$ cat config.mk
export PLATFORM = sky130hd
export DESIGN_NAME = reg_bank_wb
export DESIGN_NICKNAME = d
export VERILOG_FILES = /design/src/rtl/fp_f2_pkg.sv /design/src/rtl/reg_bank_fwd.sv /design/src/rtl/reg_bank_wb.sv
export SDC_FILE = /design/constraint.sdc
export NUM_CORES = 2
export LEC_CHECK = 0
export ABC_AREA = 1
export CAP_MARGIN = 25
export CELL_PAD_IN_SITES_DETAIL_PLACEMENT = 0
export CELL_PAD_IN_SITES_GLOBAL_PLACEMENT = 2
export CORE_UTILIZATION = 39
export CTS_CLUSTER_SIZE = 24
export DETAILED_ROUTE_END_ITERATION = 16
export GPL_TIMING_DRIVEN = 0
export PLACE_DENSITY = 0.95
export SYNTH_ARGS = -nofsm -noshare
export SYNTH_HDL_FRONTEND = slang
export SYNTH_SLANG_ARGS = --single-unit
$ cat constraint.sdc
create_clock -name clk -period 4.2 [get_ports clk]
set_input_delay 0.84 -clock clk [delete_from_list [all_inputs] [get_ports clk]]
set_output_delay 0.84 -clock clk [all_outputs]
set_load 0.01 [all_outputs]
$ cat src/rtl/fp_f2_pkg.sv
// Shared constants for the write-back register bank: default widths,
// the hard-wired zero register address and the register count.
package fp_f2_pkg;
  localparam int DW_DEF   = 32;
  localparam int AW_DEF   = 5;
  localparam int REG_ZERO = 0;
  localparam int NUM_REGS = 1 << AW_DEF;
endpackage

$ cat src/rtl/reg_bank_fwd.sv
// One read port: zero register, then the pending write-back, then the array.
// Purely combinational, no backpressure.
module reg_bank_fwd
  import fp_f2_pkg::*;
#(
  parameter int DW = DW_DEF,
  parameter int AW = AW_DEF
) (
  input  logic [AW-1:0] ra,
  input  logic          pend_v,
  input  logic [AW-1:0] pend_a,
  input  logic [DW-1:0] pend_d,
  input  logic [DW-1:0] arr_d,
  output logic [DW-1:0] rd
);

  always_comb begin
    rd = arr_d;
    if (ra == AW'(REG_ZERO)) begin
      rd = '0;
    end else if (pend_v && (pend_a == ra)) begin
      rd = pend_d;
    end
  end

endmodule

$ cat src/rtl/reg_bank_wb.sv
// Register bank with a one-entry write-back stage: writes commit one edge after
// sampling, are forwarded to both read ports meanwhile; writes are never stalled.
module reg_bank_wb
  import fp_f2_pkg::*;
#(
  parameter int DW = DW_DEF,
  parameter int AW = AW_DEF
) (
  input  logic          clk,
  input  logic          rst_n,
  input  logic          we,
  input  logic [AW-1:0] wa,
  input  logic [DW-1:0] wd,
  input  logic [AW-1:0] ra1,
  input  logic [AW-1:0] ra2,
  output logic [DW-1:0] rd1,
  output logic [DW-1:0] rd2,
  output logic          pend_v,
  output logic [15:0]   wr_count
);

  localparam int NREGS = 1 << AW;

  // Register 0 has no storage; the read muxes supply its zero value.
  logic [DW-1:0] regs [1:NREGS-1];
  logic [AW-1:0] pend_a;
  logic [DW-1:0] pend_d;
  logic          accept;
  logic [DW-1:0] arr_d1;
  logic [DW-1:0] arr_d2;

  assign accept = we && (wa != AW'(REG_ZERO));

  always_ff @(posedge clk or negedge rst_n) begin
    if (!rst_n) begin
      pend_v   <= 1'b0;
      pend_a   <= '0;
      pend_d   <= '0;
      wr_count <= '0;
    end else begin
      pend_v <= accept;
      if (accept) begin
        pend_a   <= wa;
        pend_d   <= wd;
        wr_count <= wr_count + 16'd1;
      end
    end
  end

  // Commit of the previous request shares the edge with capture of the next one.
  always_ff @(posedge clk or negedge rst_n) begin
    if (!rst_n) begin
      for (int i = 1; i < NREGS; i++) begin
        regs[i] <= '0;
      end
    end else if (pend_v) begin
      regs[pend_a] <= pend_d;
    end
  end

  // Address 0 selects outside the array; the port mux discards that value.
  assign arr_d1 = regs[ra1];
  assign arr_d2 = regs[ra2];

  reg_bank_fwd #(.DW(DW), .AW(AW)) u_fwd1 (
    .ra     (ra1),
    .pend_v (pend_v),
    .pend_a (pend_a),
    .pend_d (pend_d),
    .arr_d  (arr_d1),
    .rd     (rd1)
  );

  reg_bank_fwd #(.DW(DW), .AW(AW)) u_fwd2 (
    .ra     (ra2),
    .pend_v (pend_v),
    .pend_a (pend_a),
    .pend_d (pend_d),
    .arr_d  (arr_d2),
    .rd     (rd2)
  );

endmodule
== Word level (Yosys, flattened, before mapping) ==
Cells that the tools add are included.

* ROM bits: 0
* RAM bits: 0
* Bits of input ports: 50
* Bits in latches: 0
* Bits in registers: 1046
* Output and inout port bits: 81
* Memories kept: 0

* Shift-type cells: 0
* Bitwise gates (word level): 3
* Magnitude comparators: 4
* Mux-type cells: 13
* Div/mod/pow operators: 0
* Equality and inequality tests: 2
* Add/subtract/negate cells: 1
* Multiply operators: 0
* Reduce and logical (&&, ||, !) cells: 7

{| class="wikitable"
|+ Operators with widths
! kind !! count
|-
| bitwise mux 992 bit || 1
|-
| binary-select mux 32 bit (select 5 bit) || 2
|-
| 2-to-1 mux 32 bit || 9
|-
| demux 32 bit (select 5 bit) || 1
|-
| >= comparator 6 bit (second input constant) || 3
|-
| NOT 5 -> 6 bit || 3
|-
| adder 16 x 1 -> 16 bit (second input constant) || 1
|-
| equality test 5 bit || 2
|-
| logical NOT 5 bit || 2
|-
| < comparator 6 x 1 -> 1 bit (second input constant) || 1
|-
| nonzero test 5 bit || 1
|-
| logical AND 1 bit || 4
|}

== Logic depth before layout (Yosys ltp) ==
* Depth in word-level cells: 6
* Gate-level depth with buffers: 13

== Cells and area by module ==
A second synthesis with hierarchy kept.

* Cells, all modules: 8930
* Area, all modules: 59696.0 um^2

{| class="wikitable"
|+ Modules (own cells, without submodules)
! module !! cells an instance !! sequential area each (um^2) !! area each (um^2) !! times used
|-
| reg_bank_wb || 8532 || 26175.1 || 58059.4 || 1
|-
| reg_bank_fwd || 199 || 0.0 || 818.3 || 2
|}

== Worst setup path before layout ==
OpenSTA, ideal clock, no wires.

* Path kind: input to output
* From: in ra2[1]
* To: out rd2[8]
* Cell stages on the path: 10
* Data arrival time: 2.188 ns
* Setup slack: 1.172 ns
* Required time: 3.360 ns
* Cell sequence: buf_2 -> nor2_1 -> buf_2 -> clkbuf_1 -> nand2_1 -> nand4_1 -> nand3_1 -> nand2_1 -> nand3_1 -> a21oi_1

* Longest elaborated chain between the ends: 6
* Elaborated cells between the ends (all ways): 9
* Those cells by class: 1 x eq/ne; 5 x mux; 1 x bitwise; 2 x reduce/logical

{| class="wikitable"
|+ RTL lines
! item !! line !! RTL
|-
| start, declared || reg_bank_wb.sv:15 || <nowiki>input logic [AW-1:0] ra2,</nowiki>
|-
| NOT 5 -> 6 bit (not written as such) || reg_bank_wb.sv:63 || <nowiki>assign arr_d2 = regs[ra2];</nowiki>
|-
| binary-select mux 32 bit (select 5 bit) || reg_bank_wb.sv:63 ||
|-
| 2-to-1 mux 32 bit (not written as such) (2 in a row) || reg_bank_wb.sv:63 ||
|-
| 2-to-1 mux 32 bit || reg_bank_fwd.sv:21 || <nowiki>end else if (pend_v && (pend_a == ra)) begin</nowiki>
|-
| 2-to-1 mux 32 bit * || reg_bank_fwd.sv:19 || <nowiki>if (ra == AW'(REG_ZERO)) begin</nowiki>
|-
| end, declared || reg_bank_wb.sv:17 || <nowiki>output logic [DW-1:0] rd2,</nowiki>
|}

Every way passes the cells marked *; elsewhere a longest branch is shown, timed or not. The select of a mux whose other input is x is not followed.

== Worst setup path in the final report ==
* From: in ra2[2]
* To: out rd2[31]

Same word-level chain as after synthesis.

==> reports/results.ini <==
[synthesis]
syn_area_um2=58400
synth_area_leader_cell=dfrtp_1
syn_nets=8528
yosysWarnings=0
synth_cell_type_count=32
ys_ff_latch=1046
seq_area_frac_synth_pct=44.8
postSynthCellCount=8477
yosysTopAreaCellShare_pct=44.8
synth_area_leaders=dfrtp_1, nand2_1, o21ai_0
syn_avg_cell_area_um2=6.89

[finish]
layout-drive-gt1-share_pct=10.5
syn_to_final_growth_pct=20.7
n_fill_cell=15400
layout.nets=8885

[detailed_routing]
wl_per_cell_um=31.8
dr.pass1.iters=8
drc_errors=0
drt_iter0_markers=11100
ant_nets=0
vias=66800
wl_mm=346
drt-vias-per-instance=6.14

[flow_run]
cap_violations=0

[timing]
worst_pin_slew_ns=1.14
min_period_ns=4.30
slew_viol_final=0
setup_viol=15
slew_headroom_pct=24.0
hold_violations=0
worst_slack_ns=-0.102
max_freq_mhz=232
fin_skew_ns=0.0274
fin_crit_sh_pct=102

[setup_path]
end_kind=output port
critPathMostFrequentCell=nand2_1
startpoint_type=input port
slowest_stage=clkdlybuf4s50_1
path_cells=buf_2, inv_1, nor2_4, buf_6, buf_6, buf_8, nand2_1, nand2_1, nor2_1, nand2_1, nand3_1, a21oi_4, clkdlybuf4s50_1
crit_fanout=11
timing.rr.start=pend_v$_DFF_PN0_
cp_slowest_stage_delay_ns=0.58
crit_type=input port to output port
crit_buf_inv=6
crit_start=ra2[2]
arrival_ns=3.46
critical-path-top-delay-family=buffers and inverters
crit_required_ns=3.36

[pwr]
vdd_drop_max_v=0.000437
clkPwrFrac_pct=33.3
p_total_mw=36.0
swShare_pct=36.9
seq_power_share_pct=41.0
p_leak_nw=32.8
internal-power_mw=22.7
p_per_area_nw_per_um2=511
switchingPower_mw=13.3
p_comb_share_pct=25.7

[place]
pre_cts_ws_ns=-1.98
dp.final_hpwl_mm=264
io_buffers=126
gp_congestion=1.07

[die]
die_w_um=389
ios=131
die_y_um=389
initial_core_util_pct=39.4
rows=141
die-area_um2=151000
design.core.area_um2=148000

[global_route]
grt_pass1_wl_mm=475
grt_pass1_vias=61000
antenna_found_initial=19
grt_max_degree=172
track_usage_pct=44.9
globalRouteOverflowTotal=0

[worst_hold_path]
hp-class=input port to async pin

[cts]
cts_sinks=1046
cts_tree=yes
cts_root_buf=clkbuf_16
postCtsHoldBufs=0
clk_latency_ns=0.80
htreeDepth=4
cts_buffer_depth=3
clk_pin_slew_ns=0.06
cts_buffers=132

[outcome]
violations=setup timing
run_status=finished, violations left

## stage by stage
step	instance area (um^2)	util (%)	TNS [ns]	hold WS [ns]	instances
finish	70500	47.6	-0.558	0.0000826	10900
global placement	62100	41.9	-	0.465	10500
detailed placement	63400	42.8	-91.96	0.473	10600
floorplan	58400	-	0	0.453	8477
global route	70500	47.6	-0.0171	0.0620	10900
CTS	70200	47.4	0	0.0720	10900
## state kept, by name, indices dropped and copies added, names as in the netlist
signal    flops
regs        992
pend_d       32
wr_count     16
pend_a        5
pend_v        1
## power by group through the flow
stage	clock network, mW	logic [mW]	registers, mW
CTS	12.0	8.90	14.7
floorplan	0	5.22	14.2
global placement	0	8.27	14.8
global route	12.3	10.1	15.0
finish	12.0	9.26	14.8
detailed placement	0	8.58	14.8
## cell usage after synthesis (all sizes together)
master  number
a21oi      452
a31oi       28
buf        221
clkbuf     487
clkinv       1
dfrtp     1046
ha           1
inv        599
nand2     2677
nand3      590
nand4       94
nor2       684
nor3        13
nor4         4
o211ai     131
o21ai     1400
o21bai       1
o22ai        7
or2         27
xnor2        5
xor2         9
## worst reg2reg max path: stages (launching register included)
cell and delay [ns]:
dfrtp_1 0.61, nand2_1 0.20, nor2_2 0.62, nand2_1 0.73, clkbuf_1 0.57, nand2_1 0.15, o21ai_0 0.10
## routing by layer
layer	GRT usage (%)	part of all wire (%)	routed length (um)	vias to the layer above
met5	0	0.025	88	-
met2	60.7	39	134000	5029
met4	28.9	8.0	27700	14
met3	14.8	15	50400	1011
li1	-	-	-	28200
met1	60.9	39	134000	32600
## what timing repair did
| item | 4_1_cts | 5_1_grt |
|---|---|---|
| setup endpoints to repair | 64 | 48 |
| buffers inserted | 23 | 3 |
| gates cloned | 0 | 1 |
| pin swaps | 35 | 10 |
| gates resized for setup | 867 | 108 |
## kinds of logic after synthesis
family | count (synthesis) | synth area share, %
xor+xnor | 14 | 0.210
flops | 1046 | 44.8
simple gates | 4089 | 28.3
fa+ha+maj | 1 | 0.0214
compound gates | 2019 | 17.9
buf+inv | 1308 | 8.70
## worst paths after layout
kind	to	slack (ns)	depth (start not counted)
worst max-delay path	rd2[31]	-0.10	13
worst min-delay path	regs[775]$_DFFE_PN0P_	0.00008	1
worst max register to register	regs[207]$_DFFE_PN0P_	1.06	6
worst min register to register	regs[32]$_DFFE_PN0P_	0.48	2
max in group asynchronous	regs[250]$_DFFE_PN0P_	1.10	5
min in group clk	regs[32]$_DFFE_PN0P_	0.48	2
## layout by cell type, fill, tap and decap left out, types with 110 or more instances in the layout
| cell | n |
|---|---|
| clkbuf_16 | 143 |
| dfrtp_1 | 1046 |
| clkbuf_2 | 110 |
| clkbuf_1 | 321 |
| a21oi_1 | 413 |
| o211ai_1 | 131 |
| nor2_1 | 635 |
| o21ai_0 | 1346 |
| nand3_1 | 550 |
| nand2_1 | 2625 |
| inv_1 | 586 |
## final cells by class
class | count | area (um^2) | area share (%)
Buffer | 706 | 4410 | 6.25
Multi-Input combinational cell | 6123 | 28000 | 39.7
Sequential cell | 1046 | 26200 | 37.1
Antenna cell | 8 | 20.0 | 0.0284
Inverter | 600 | 2280 | 3.24
Clock buffer | 190 | 3960 | 5.62
Tap cell | 1930 | 2410 | 3.42
Clock inverter | 46 | 490 | 0.696
Timing Repair Buffer | 225 | 2770 | 3.92
Power figures use the tool's default switching activity.
